## src/rtl/qadd_pkg.sv

```systemverilog
// Shared definitions for the round-robin arbitrated fixed-point adder:
// default word format, output-slot state and the rotating priority search.
package qadd_pkg;

  localparam int unsigned DefaultN = 16;
  localparam int unsigned DefaultQ = 12;

  // Upper bound on requesters handled by rr_pick.
  localparam int unsigned MaxReq = 32;
  localparam int unsigned MaxIdw = 5;

  typedef enum logic [0:0] {
    SLOT_EMPTY,
    SLOT_FULL
  } slot_state_e;

  typedef struct packed {
    logic              found;
    logic [MaxIdw-1:0] idx;
  } pick_t;

  // First set bit of valid[nreq-1:0], searching upward from ptr with wrap.
  function automatic pick_t rr_pick(input logic [MaxReq-1:0] valid,
                                    input int unsigned       ptr,
                                    input int unsigned       nreq);
    pick_t r;
    r = '0;
    for (int unsigned k = 0; k < MaxReq; k++) begin
      if (k < nreq && !r.found) begin
        int unsigned j;
        j = ptr + k;
        if (j >= nreq) j = j - nreq;
        if (valid[j[MaxIdw-1:0]]) begin
          r.found = 1'b1;
          r.idx   = j[MaxIdw-1:0];
        end
      end
    end
    return r;
  endfunction

endpackage

```

## src/rtl/qadd_rr_arbiter_if.sv

```systemverilog
// Request/result bundle between the requesters, the arbiter and the
// downstream consumer of sums.
interface qadd_rr_arbiter_if
  import qadd_pkg::*;
#(
  parameter int unsigned N    = DefaultN,
  parameter int unsigned NREQ = 4,
  parameter int unsigned IDW  = $clog2(NREQ)
);

  logic [NREQ-1:0]   req_valid;
  logic [NREQ-1:0]   req_ready;
  logic [NREQ*N-1:0] req_a;
  logic [NREQ*N-1:0] req_b;
  logic              res_valid;
  logic              res_ready;
  logic [N-1:0]      res_c;
  logic [IDW-1:0]    res_id;
  logic              res_ovf;

  modport master (
    output req_valid, req_a, req_b, res_ready,
    input  req_ready, res_valid, res_c, res_id, res_ovf
  );

  modport slave (
    input  req_valid, req_a, req_b, res_ready,
    output req_ready, res_valid, res_c, res_id, res_ovf
  );

endinterface

```

## src/rtl/qadd_rr_arbiter_qadd.sv

```systemverilog
// Two's-complement wrap-around adder with signed-overflow detect; the binary
// point position does not affect the add.
module qadd #(
  parameter int unsigned N = 16
) (
  input  logic [N-1:0] a,
  input  logic [N-1:0] b,
  output logic [N-1:0] c,
  output logic         ovf
);

  always_comb begin
    c   = a + b;
    ovf = (a[N-1] == b[N-1]) && (c[N-1] != a[N-1]);
  end

endmodule

```

## src/rtl/qadd_rr_arbiter.sv

```systemverilog
// Round-robin arbiter sharing one qadd among NREQ requesters, with a one-entry
// registered result slot that can pop and push on the same edge.
module qadd_rr_arbiter
  import qadd_pkg::*;
#(
  parameter int unsigned N    = DefaultN,
  parameter int unsigned Q    = DefaultQ,
  parameter int unsigned NREQ = 4,
  parameter int unsigned IDW  = $clog2(NREQ)
) (
  input logic               clk,
  input logic               global_rst,
  qadd_rr_arbiter_if.slave  bus
);

  if (Q >= N || NREQ < 2 || NREQ > MaxReq) begin : g_param_check
    $error("qadd_rr_arbiter: unsupported parameter combination");
  end

  slot_state_e       state_q, state_d;
  logic [IDW-1:0]    ptr_q, ptr_d;
  logic [N-1:0]      c_q;
  logic [IDW-1:0]    id_q;
  logic              ovf_q;

  logic [MaxReq-1:0] valid_ext;
  pick_t             pick;
  logic              can_accept;
  logic              xfer;
  logic [N-1:0]      a_sel, b_sel, sum;
  logic              sum_ovf;

  // Grant: the ready path is purely combinational from req_valid/res_ready.
  always_comb begin
    valid_ext             = '0;
    valid_ext[NREQ-1:0]   = bus.req_valid;
    pick                  = rr_pick(valid_ext, 32'(ptr_q), NREQ);
    can_accept            = (state_q == SLOT_EMPTY) || bus.res_ready;
    xfer                  = pick.found && can_accept && !global_rst;
    for (int i = 0; i < int'(NREQ); i++) begin
      bus.req_ready[i] = xfer && (pick.idx == MaxIdw'(i));
    end
  end

  // Operand mux so that a single adder serves every requester.
  always_comb begin
    a_sel = '0;
    b_sel = '0;
    for (int i = 0; i < int'(NREQ); i++) begin
      if (pick.idx == MaxIdw'(i)) begin
        a_sel = bus.req_a[i*N +: N];
        b_sel = bus.req_b[i*N +: N];
      end
    end
  end

  qadd #(
    .N (N)
  ) u_qadd (
    .a   (a_sel),
    .b   (b_sel),
    .c   (sum),
    .ovf (sum_ovf)
  );

  always_comb begin
    state_d = state_q;
    ptr_d   = ptr_q;
    unique case (state_q)
      SLOT_EMPTY: if (xfer) state_d = SLOT_FULL;
      SLOT_FULL: begin
        if (xfer) state_d = SLOT_FULL;
        else if (bus.res_ready) state_d = SLOT_EMPTY;
      end
    endcase
    if (xfer) begin
      ptr_d = (pick.idx == MaxIdw'(NREQ - 1)) ? '0 : IDW'(pick.idx + MaxIdw'(1));
    end
  end

  always_ff @(posedge clk or posedge global_rst) begin
    if (global_rst) begin
      state_q <= SLOT_EMPTY;
      ptr_q   <= '0;
      c_q     <= '0;
      id_q    <= '0;
      ovf_q   <= 1'b0;
    end else begin
      state_q <= state_d;
      ptr_q   <= ptr_d;
      if (xfer) begin
        c_q   <= sum;
        id_q  <= pick.idx[IDW-1:0];
        ovf_q <= sum_ovf;
      end
    end
  end

  always_comb begin
    bus.res_valid = (state_q == SLOT_FULL);
    bus.res_c     = c_q;
    bus.res_id    = id_q;
    bus.res_ovf   = ovf_q;
  end

  a_grant_onehot: assert property (@(posedge clk) disable iff (global_rst)
    $onehot0(bus.req_ready));

  a_stall_stable: assert property (@(posedge clk) disable iff (global_rst)
    bus.res_valid && !bus.res_ready |=> bus.res_valid && $stable(bus.res_c) &&
                                        $stable(bus.res_id) && $stable(bus.res_ovf));

endmodule
```

## src/flat_wrapper.sv

```systemverilog
// flat-port wrapper written by rule: the top's interface ports become plain ports
module qadd_rr_arbiter_flat import qadd_pkg::*;
#(
  parameter int unsigned N    = DefaultN,
  parameter int unsigned Q    = DefaultQ,
  parameter int unsigned NREQ = 4,
  parameter int unsigned IDW  = $clog2(NREQ)
)
  (clk, global_rst, bus_req_valid, bus_req_a, bus_req_b, bus_res_ready, bus_req_ready, bus_res_valid, bus_res_c, bus_res_id, bus_res_ovf);
  qadd_rr_arbiter_if #(.N(N), .NREQ(NREQ), .IDW(IDW)) bus_i ();
  input logic clk;
  input logic global_rst;
  input wire logic [$bits(bus_i.req_valid)-1:0] bus_req_valid;
  input wire logic [$bits(bus_i.req_a)-1:0] bus_req_a;
  input wire logic [$bits(bus_i.req_b)-1:0] bus_req_b;
  input wire logic [$bits(bus_i.res_ready)-1:0] bus_res_ready;
  output wire logic [$bits(bus_i.req_ready)-1:0] bus_req_ready;
  output wire logic [$bits(bus_i.res_valid)-1:0] bus_res_valid;
  output wire logic [$bits(bus_i.res_c)-1:0] bus_res_c;
  output wire logic [$bits(bus_i.res_id)-1:0] bus_res_id;
  output wire logic [$bits(bus_i.res_ovf)-1:0] bus_res_ovf;
  assign bus_i.req_valid = bus_req_valid;
  assign bus_i.req_a = bus_req_a;
  assign bus_i.req_b = bus_req_b;
  assign bus_i.res_ready = bus_res_ready;
  assign bus_req_ready = bus_i.req_ready;
  assign bus_res_valid = bus_i.res_valid;
  assign bus_res_c = bus_i.res_c;
  assign bus_res_id = bus_i.res_id;
  assign bus_res_ovf = bus_i.res_ovf;
  qadd_rr_arbiter #(.N(N), .Q(Q), .NREQ(NREQ), .IDW(IDW)) u_core (.clk(clk), .global_rst(global_rst), .bus(bus_i));
endmodule
```

## config.mk

```make
export PLATFORM = sky130hd
export DESIGN_NAME = qadd_rr_arbiter_flat
export DESIGN_NICKNAME = d
export VERILOG_FILES = /design/src/rtl/qadd_pkg.sv /design/src/rtl/qadd_rr_arbiter_if.sv /design/src/rtl/qadd_rr_arbiter_qadd.sv /design/src/rtl/qadd_rr_arbiter.sv /design/src/flat_wrapper.sv
export SDC_FILE = /design/constraint.sdc
export NUM_CORES = 1
export LEC_CHECK = 0
export ABC_AREA = 1
export BUFFER_PORTS_ARGS = -buffer_cell sky130_fd_sc_hd__clkbuf_2
export CORE_MARGIN = 5
export CORE_UTILIZATION = 35
export CTS_BUF_LIST = sky130_fd_sc_hd__clkbuf_16
export DETAILED_ROUTE_END_ITERATION = 8
export PLACE_DENSITY_LB_ADDON = 0.1
export SLEW_MARGIN = 20
export SYNTH_ARGS = -nofsm -noshare
export SYNTH_HDL_FRONTEND = slang
export SYNTH_SLANG_ARGS = --single-unit
export TNS_END_PERCENT = 30
```

## constraint.sdc

```tcl
create_clock -name clk -period 4.7 [get_ports clk]
set_input_delay 0.47 -clock clk [delete_from_list [all_inputs] [get_ports clk]]
set_output_delay 0.47 -clock clk [all_outputs]
set_load 0.05 [all_outputs]
```

**Word-level counts from Yosys, hierarchy flattened**

Cells that the tools add are included.

- Bitwise operators: 1
- $lt $le $gt $ge: 8
- Eq/ne operators: 5
- Reductions and logical operators: 10
- Mux-type cells: 35
- Add/sub/neg operators: 9

Operator list:

| cell | count |
|---|---|
| 16-bit 2-to-1 mux | 8 |
| 32-bit by 3-bit >= comparator with 1-bit output, second input constant | 3 |
| 6-bit 2-to-1 mux | 7 |
| 5-bit 2-to-1 mux | 7 |
| 5-bit by 6-bit less-than comparator with 1-bit output, second input constant | 4 |
| 1-bit binary-select mux with 5-bit select | 4 |
| 16-bit adder | 1 |
| 5-bit by 2-bit == test with 1-bit output, second input constant | 2 |
| 5-bit by 3-bit subtractor with 5-bit output, second input constant | 2 |
| 1-bit logical AND | 7 |
| 1-bit 2-to-1 mux | 7 |
| 2-bit by 2-bit adder with 3-bit output, second input constant | 2 |
| 5-bit by 1-bit == test with 1-bit output, second input constant | 1 |
| 5-bit logical NOT | 1 |
| 2-bit by 3-bit subtractor with 4-bit output, second input constant | 1 |
| 3-bit by 3-bit subtractor with 4-bit output, second input constant | 1 |
| 2-bit by 1-bit adder with 3-bit output, second input constant | 1 |
| 2-bit by 3-bit >= comparator with 1-bit output, second input constant | 1 |
| 2-bit by 1-bit adder with 2-bit output, second input constant | 1 |
| 2-bit 2-to-1 mux | 1 |
| 1-bit one-hot mux with 2 select lines | 1 |
| 1-bit == test | 1 |
| 1-bit logical NOT | 1 |
| 1-bit logical OR | 1 |
| other kinds (2) | 2 |

- Word-level logic and storage cells: 73
- Flip-flop bits (word level): 22
- Input bits: 135
- Output and inout port bits: 24

**Depth between registers and ports, before layout**

Gate-level depths: netlist (run 1).

- Depth after elaboration: 28
- Mapped depth: 31
- Depth with buffers taken out: 29

**By module**

Synthesis (run 1) repeated with hierarchy kept, for this count alone.

- Cells, all modules: 771
- Area total of the unflattened synthesis: 4016.4 um^2

Modules (own cells, without submodules):

| module | area each (um^2) | instances | cells each | seq. area each (um^2) |
|---|---|---|---|---|
| qadd_rr_arbiter | 3065.4 | 1 | 589 | 550.5 |
| qadd | 950.9 | 1 | 182 | 0.0 |

**Worst setup path after synthesis (run 1)**

No wires, ideal clock.

- Kind: register to register
- Start point: reg u_core.ptr_q[0]
- End point: reg u_core.c_q[12], in the netlist u_core.bus.res_c[12]
- Setup time: 0.083 ns
- Required time: 4.617 ns
- Stages on the path, launching flop included: 28
- Buffers on the path: 2
- Setup slack: 0.133 ns
- Arrival: 4.485 ns
- Clock period less this slack: 4.567 ns
- Path through: dfrtp_1 inv_2 ha_1 inv_1 nand3_1 nand3_2 or2_2 nand2_1 o21ai_0 inv_1 ha_1 buf_1 inv_1 clkbuf_1 nand3_1 nand3_1 o21ai_0 a21oi_1 ha_1 fa_1 nand3_1 nand2_1 nand4_1 o211ai_1 a21boi_0 o21ai_0 xnor2_1 o21ai_0

RTL lines:

| element | line | source |
|---|---|---|
| from (decl) | qadd_rr_arbiter.sv:21 | `logic [IDW-1:0] ptr_q, ptr_d;` |
| from (signal assigned) | qadd_rr_arbiter.sv:90 | `ptr_q <= ptr_d;` |
| to (signal assigned) | qadd_rr_arbiter.sv:92 | `c_q <= sum;` |
| to (decl) | qadd_rr_arbiter.sv:22 | `logic [N-1:0] c_q;` |

==> results of run 1 <==
-- metal layers --
layer | GRT usage [%] | wire [µm]
met1 | 28.7 | 5030
met2 | 31.2 | 4830
met3 | 3.52 | 869
met4 | 2.93 | 125
met5 | 0 | 0
-- flip-flops by register name (all words and copies together) (netlist names) --
register,flops
u_core.bus.res_c,16
u_core.bus.res_id,2
u_core.ptr_q,2
u_core.bus.res_ovf,1
u_core.bus.res_valid,1
-- per-stage QoR --
stage                     instances  hold WS [ps]  util [%]  area, µm²
after floorplan                 489           475         -       3000
after global placement          741           463      46.9       3890
after detailed placement        741           465      46.9       3890
after CTS                       744           409      47.8       3970
after global routing            750           461      49.1       4080
final                           750           368      49.1       4080
-- synthesized netlist by cell type, types with 5 or more instances --
| library cell | number | area (µm²) |
|---|---|---|
| clkbuf_1 | 5 | 18.8 |
| buf_4 | 8 | 60.1 |
| inv_1 | 31 | 116 |
| nand2_1 | 136 | 510 |
| a31oi_1 | 20 | 125 |
| o211ai_1 | 13 | 97.6 |
| nor2_1 | 42 | 158 |
| ha_1 | 24 | 300 |
| nand3_1 | 62 | 310 |
| buf_2 | 10 | 50.1 |
| inv_2 | 5 | 18.8 |
| dfrtp_1 | 22 | 551 |
| o21ai_1 | 12 | 60.1 |
| o21ai_0 | 33 | 165 |
| xnor2_1 | 7 | 61.3 |
| a21oi_1 | 28 | 140 |
-- timing repair --
item / in CTS / in global routing
gates resized for setup: 0 / 23
hold buffers: 0 / 0
setup endpoints to repair: 0 / 8
endpoints found under the hold margin: 0 / 0
setup buffers: 0 / 5
-- cell families (layout without fill, tap and decap cells) --
group	Yosys count	count (layout)	share of synthesized area, %
AO/OA/AOI/OAI	114	114	22.0
XOR/XNOR	10	10	2.92
adder cells (fa/ha/maj)	25	25	10.7
buffers and inverters	63	219	9.55
flip-flops	22	22	18.4
AND/OR/NAND/NOR	255	255	36.5
-- layout make-up --
type                       instances  area share, %
clock buffer                       3           1.84
inverter                          36           3.50
multi-input combinational        404           54.3
sequential                        22           13.5
tap                              105           3.22
timing repair buffer             179           23.5
timing repair inverter             1          0.123
-- worst max path at each step --
stage | start | endpoint | slack [ps] | depth (start not counted)
after floorplan | u_core.ptr_q[0]$_DFFE_PP0P_ | u_core.bus.res_c[12]$_DFFE_PP0P_ | 130 | 27
after global placement | u_core.ptr_q[0]$_DFFE_PP0P_ | u_core.bus.res_c[12]$_DFFE_PP0P_ | 130 | 25
after detailed placement | u_core.ptr_q[0]$_DFFE_PP0P_ | u_core.bus.res_c[12]$_DFFE_PP0P_ | 50 | 28
after CTS | u_core.ptr_q[0]$_DFFE_PP0P_ | u_core.bus.res_c[12]$_DFFE_PP0P_ | 40 | 28
after global routing | u_core.ptr_q[1]$_DFFE_PP0P_ | u_core.bus.res_c[12]$_DFFE_PP0P_ | 6 | 26
final | u_core.ptr_q[1]$_DFFE_PP0P_ | u_core.bus.res_c[11]$_DFFE_PP0P_ | 370 | 27
-- worst register-to-register path: stages, from the launching register on --
cell      delay [ps]
dfrtp_1          340
inv_1             60
ha_1             320
inv_2             70
nand3_1           90
nand3_2          130
or2_2            310
o221a_2          230
nand2_1          100
inv_1            110
ha_2             220
nand2_2          130
clkinv_2         130
buf_4            150
nand2_1           60
nand2_1           50
o211ai_1          90
a31oi_1          110
ha_1             390
nand2_1           80
inv_1             70
a21oi_2           70
o21ai_1          290
a21oi_1          150
o21ai_0          220
a21oi_1           80
o21ai_0           90
nand2_1           70
==> metrics.md, run 1 <==
| Metric | Value |
|---|---|
| # setup viols final | `0` |
| Die height | `103 µm` |
| Row count | `33` |
| Critical Path Source Type | `flip-flop` |
| FMAX | `between 200 and 250 MHz` |
| H-tree levels | `1` |
| Area grow syn2layout | `36.0%` |
| Final-report max-slew violation count | `0` |
| Multi-input logic area | `between 0.002 and 0.0025 mm²` |
| Share of the clock period used by the worst path | `roughly 92%` |
| Worst R2R Path Depth | `27` |
| Hpwl dp | `around 9.3 mm` |
| CP most frequent cell | `nand2_1` |
| Average size of a mapped cell | `between 6 and 7 µm²` |
| Max-Cap Viols | `0` |
| Asr flop ratio synth | `100%` |
| CP max FO | `6` |
| Post-Syn Area | `0.00300 mm²` |
| Critical Path Sink Type | `flip-flop` |
| WP buf/inv | `6` |
| DRT antenna net count | `0` |
| Die area | `between 0.01 and 0.015 mm²` |
| Routability cong. | `between 0.9 and 1` |
| Vias in the first global route | `around 3600` |
| Worst-Skew Late Latency | `~250 ps` |
| Via count | `~3800` |
| CTS tree | `done` |
| Vias per cell | `~5.1` |
| DR iter-0 viols | `~130` |
| Initial core utilization | `a little over a third` |
| Most common cell after layout, fill and taps aside | `clkbuf_2` |
| GRT overflow | `0` |
| RSZ-0062 raised after global routing | `false` |
| Most used cells in the layout excluding fill and tap cells | `158 x clkbuf_2, 135 x nand2_1, 62 x nand3_1, 42 x nor2_1` |
| Post-synthesis sequential area ratio | `roughly 18%` |
| Critical R2R Capture | `u_core.bus.res_c[11]$_DFFE_PP0P_` |
| Port bufs | `around 160` |
| Critical Path RT | `between 4000 and 5000 ps` |
| Count of cell types in the netlist | `36` |
| Largest net degree at the start of global routing | `36` |
| EDFF count, synth | `0` |
| Clk sinks | `22` |
| Prevailing post-synth register cell | `dfrtp_1` |
| Reg2reg start | `u_core.ptr_q[1]$_DFFE_PP0P_` |
| Antenna violations before repair | `0` |
| Place WS | `53.7 ps` |
| Diodes inserted | `0` |
| Seq cells post-synth | `22` |
| Post-Route Skew | `1.53 ps` |
| Fillers | `about 870` |
| Max-slew headroom | `44.0%` |
| Cells after synthesis | `just under 500` |
| First-pass GRT wire length | `around 17 mm` |
| WL/cell | `approximately 14 µm` |
| Setup ws final | `~370 ps` |
| Core Area | `roughly 0.0083 mm²` |
| Die width | `between 100 and 150 µm` |
| Final setup TNS | `0 ps` |
| Number of top-level pins | `between 150 and 200` |
| FF/Latch Area | `about 550 µm²` |
| Longest Clk Path Bufs | `2` |
| Arr. time, crit path | `4460 ps` |
| Slowest cell delay on critical path | `roughly 390 ps` |
| Worst-margin pin slew | `~840 ps` |
| # DRC | `0` |
| Fin. Hold Viols | `0` |
| Worst path slowest cell | `ha_1` |
| CP delay by family, top | `compound AO/OA/AOI/OAI gates` |
| All-Layer GR Usage | `between 10% and 20%` |
| Crit Path Category | `flip-flop to flip-flop` |
| Flop2flop setup slack | `370 ps` |
| Clock Pin Slew Worst Setup and Hold Paths | `approximately 50 ps` |
| Routed WL | `approximately 11 mm` |
| TritonRoute pass-1 iters | `5` |
| CTS Root Cell | `clkbuf_16` |
| Nets | `between 800 and 900` |
| Post-synthesis net count | `between 600 and 700` |
| Warnings, synthesis | `0` |
| Num CTS Buffers | `3` |
| Status | `finished, final reports clean` |
| Crit path time final | `4330 ps` |
| Layout cells sized above 1 | `between 30% and 40%` |
| HP Class | `primary input to asynchronous set/reset pin` |
Power of run 1 is not shown: default switching activity piles up to over one toggle a cycle in this logic, so the estimate is an artifact.
==> inputs of run 2 (changes only) <==
- ABC_AREA: 1 -> unset
- clock period: 4.7 -> 5.4 ns (I/O delays scaled with it)
==> metrics.md, run 2 <==
| Metric | Value |
|---|---|
| Status | `finished, final reports clean` |
| # setup viols final | `0` |
| Worst-margin pin slew | `834 ps` |
| Die height | `slightly above 100 µm` |
| Cells after synthesis | `around 400` |
| Critical Path Sink Type | `flip-flop` |
| WHS | `approximately 450 ps` |
| Crit path time final | `between 5000 and 6000 ps` |
| Vias per cell | `about 5.3` |
| Simple-gate share of the synthesized area | `23.9%` |
| Area contributors post-synth | `dfrtp_1 19%, ha_1 10%, a221oi_1 9.1%` |
| Final-report max-slew violation count | `0` |
| CTS Root Cell | `clkbuf_16` |
| Prevailing post-synth register cell | `dfrtp_1` |
| Post-Route Skew | `roughly 4.8 ps` |
| EDFF count, synth | `0` |
| Post-synthesis xor/xnor area fraction | `under 10%` |
| Synth cell count leaders | `67 x nor2_1, 49 x a21oi_1, 33 x nor3_1` |
| Worst R2R Path Depth | `22` |
| Nets | `704` |
| Fillers | `833` |
| Critical Path Source Type | `flip-flop` |
| Critical R2R Capture | `u_core.bus.res_c[10]$_DFFE_PP0P_` |
| Multiplexer area fraction after synthesis | `5.32%` |
| Longest Clk Path Bufs | `2` |
| Die width | `roughly 100 µm` |
| Most used cells in the layout excluding fill and tap cells | `158 x clkbuf_2, 67 x nor2_1, 49 x a21oi_1, 33 x nor3_1, 30 x a221oi_1` |
| CTS tree | `done` |
| Reg2reg start | `u_core.ptr_q[1]$_DFFE_PP0P_` |
| Count leader, synth | `nor2_1` |
| Yosys top cell area share | `a little under a fifth` |
| Post-Route Utilization | `approximately half` |
| GRT overflow | `0` |
| Fin. Hold Viols | `0` |
| FMAX | `194 MHz` |
| DP Cell Count | `between 600 and 700` |
| TritonRoute pass-1 iters | `4` |
| CP max FO | `15` |
| First-pass GRT wire length | `around 16 mm` |
| Flop2flop setup slack | `240 ps` |
| Warnings, synthesis | `0` |
| Max FFs per register | `16` |
| Die area | `0.0102 mm²` |
| Clk sinks | `22` |
| # DRC | `0` |
| Row count | `33` |
| Port bufs | `approximately 160` |
| Post-Syn Area | `0.00290 mm²` |
| Routed WL | `10.3 mm` |
| Clock Pin Slew Worst Setup and Hold Paths | `60 ps` |
| Share of the clock period used by the worst path | `95.6%` |
| Non-Filler Instances | `about 650` |
| Initial core utilization | `a little over a third` |
| DR iter-0 viols | `around 110` |
| Compound-Gate Fraction of Synth Area | `29.5%` |
| Most common cell after layout, fill and taps aside | `clkbuf_2` |
| Via count | `~3400` |
| Area grow syn2layout | `35.4%` |
| Max-Cap Viols | `0` |
| All-Layer GR Usage | `around a fifth` |
| H-tree levels | `1` |
| Post-synthesis sequential area ratio | `between 10% and 20%` |
| Worst-Skew Late Latency | `250 ps` |
| Largest family of logic cells by synthesized area | `compound AO/OA/AOI/OAI gates` |
| Layout cells sized above 1 | `between 30% and 40%` |
| Critical Path RT | `~5500 ps` |
| Hpwl dp | `about 8.7 mm` |
| Max-slew headroom | `between 40% and 50%` |
| Count of cell types in the netlist | `48` |
| Vias in the first global route | `roughly 3400` |
| DRT antenna net count | `0` |
| Post-synthesis net count | `558` |
| Asr flop ratio synth | `between 90% and 100%` |
| Routability cong. | `about 0.93` |
| Post-Synth Adder-Cell Area | `11.1%` |
| Antenna violations before repair | `0` |
| Seq cells post-synth | `22` |
| Average size of a mapped cell | `about 7.3 µm²` |
| WL/cell | `between 15 and 20 µm` |
| Diodes inserted | `0` |
| Arr. time, crit path | `5290 ps` |
| Postcts setup bufs | `0` |
| Area leader, netlist | `dfrtp_1` |
| Num CTS Buffers | `3` |
| HP Class | `primary input to asynchronous set/reset pin` |
| Number of top-level pins | `about 160` |
| Core Area | `0.00813 mm²` |
| Largest net degree at the start of global routing | `44` |
| Crit Path Category | `flip-flop to flip-flop` |
==> run 2: cell types whose count changed after synthesis, sizes merged, moves of 8 or more <==
cell	previous run	this run
a31oi	20	2
inv	36	13
clkbuf	5	17
nand3	65	4
nand2	140	25
o211ai	14	2
a21oi	28	49
a221oi	0	30
o21ai	45	25
buf	22	14
nor3	1	35
nor2	45	67
==> run 2: worst max-delay path by stage <==
stage	to	slack [ps]	cells past startpoint	from
4_1_cts	u_core.bus.res_c[10]$_DFFE_PP0P_	50	22	u_core.ptr_q[0]$_DFFE_PP0P_
3_5_place_dp	u_core.bus.res_c[11]$_DFFE_PP0P_	-80	22	u_core.ptr_q[1]$_DFFE_PP0P_
3_3_place_gp	u_core.bus.res_c[11]$_DFFE_PP0P_	-30	22	u_core.ptr_q[1]$_DFFE_PP0P_
5_1_grt	u_core.bus.res_ovf$_DFFE_PP0P_	-20	22	u_core.ptr_q[1]$_DFFE_PP0P_
6_report	u_core.bus.res_c[10]$_DFFE_PP0P_	240	22	u_core.ptr_q[1]$_DFFE_PP0P_
2_1_floorplan	u_core.bus.res_c[10]$_DFFE_PP0P_	430	24	u_core.ptr_q[0]$_DFFE_PP0P_
==> run 2: layout make-up <==
type | instances | area [µm²] | area share (%)
tap | 105 | 131 | 3.35
sequential | 22 | 552 | 14.1
inverter | 13 | 48.8 | 1.24
timing repair buffer | 172 | 908 | 23.2
multi-input combinational | 332 | 2210 | 56.3
clock buffer | 3 | 75.1 | 1.91
==> run 2: cells by family (layout without fill, tap and decap cells) <==
family                     count (synthesis)  after routing
DFF                                       22             22
and+or+nand+nor                          150            150
muxes                                     11             11
xor gates and xnor gates                  15             15
AOI/OAI and AO/OA                        131            131
buffers and inverters                     44            188
adders and majority gates                 25             25
==> run 2: what timing repair did <==
item                                    in CTS  in global routing
resized for setup                            4                  8
endpoints found under the setup margin       4                  9
hold buffers                                 0                  0
pin swaps                                    0                  1
==> run 2: critical path, cell delays in order (launching register included) <==
cell and delay (ps):
dfrtp_2 440, inv_1 100, ha_1 350, inv_1 110
nor3_4 310, nor4_4 110, or3_1 370, o21ai_2 130
inv_1 110, ha_1 240, nor2b_4 190, a221oi_1 330
nor3_1 90, a21oi_1 130, nor2_1 60, ha_1 290
fa_1 440, a211oi_1 220, o21bai_1 160, o211a_1 250
o21ai_0 210, a211oi_1 110, a211o_1 270
==> run 2: routing by layer <==
metal | global-route usage, % | vias up | wire (µm)
met4 | 5.52 | 0 | 203
met1 | 26.9 | 1524 | 4650
met5 | 0 | - | 0
met2 | 32.5 | 154 | 4770
li1 | - | 1750 | -
met3 | 2.42 | 14 | 677
==> run 2: per-stage QoR <==
| stage | cell area [µm²] | setup TNS [ps] | setup slack [ps] |
|---|---|---|---|
| 6_report | 3920 | 0 | 240 |
| 3_5_place_dp | 3800 | -205 | -84.7 |
| 2_1_floorplan | 2900 | 0 | 435 |
| 4_1_cts | 3880 | 0 | 46.8 |
| 5_1_grt | 3920 | -22.9 | -22.9 |
| 3_3_place_gp | 3800 | -27.8 | -27.8 |
Power of run 2 is left out for the same reason.
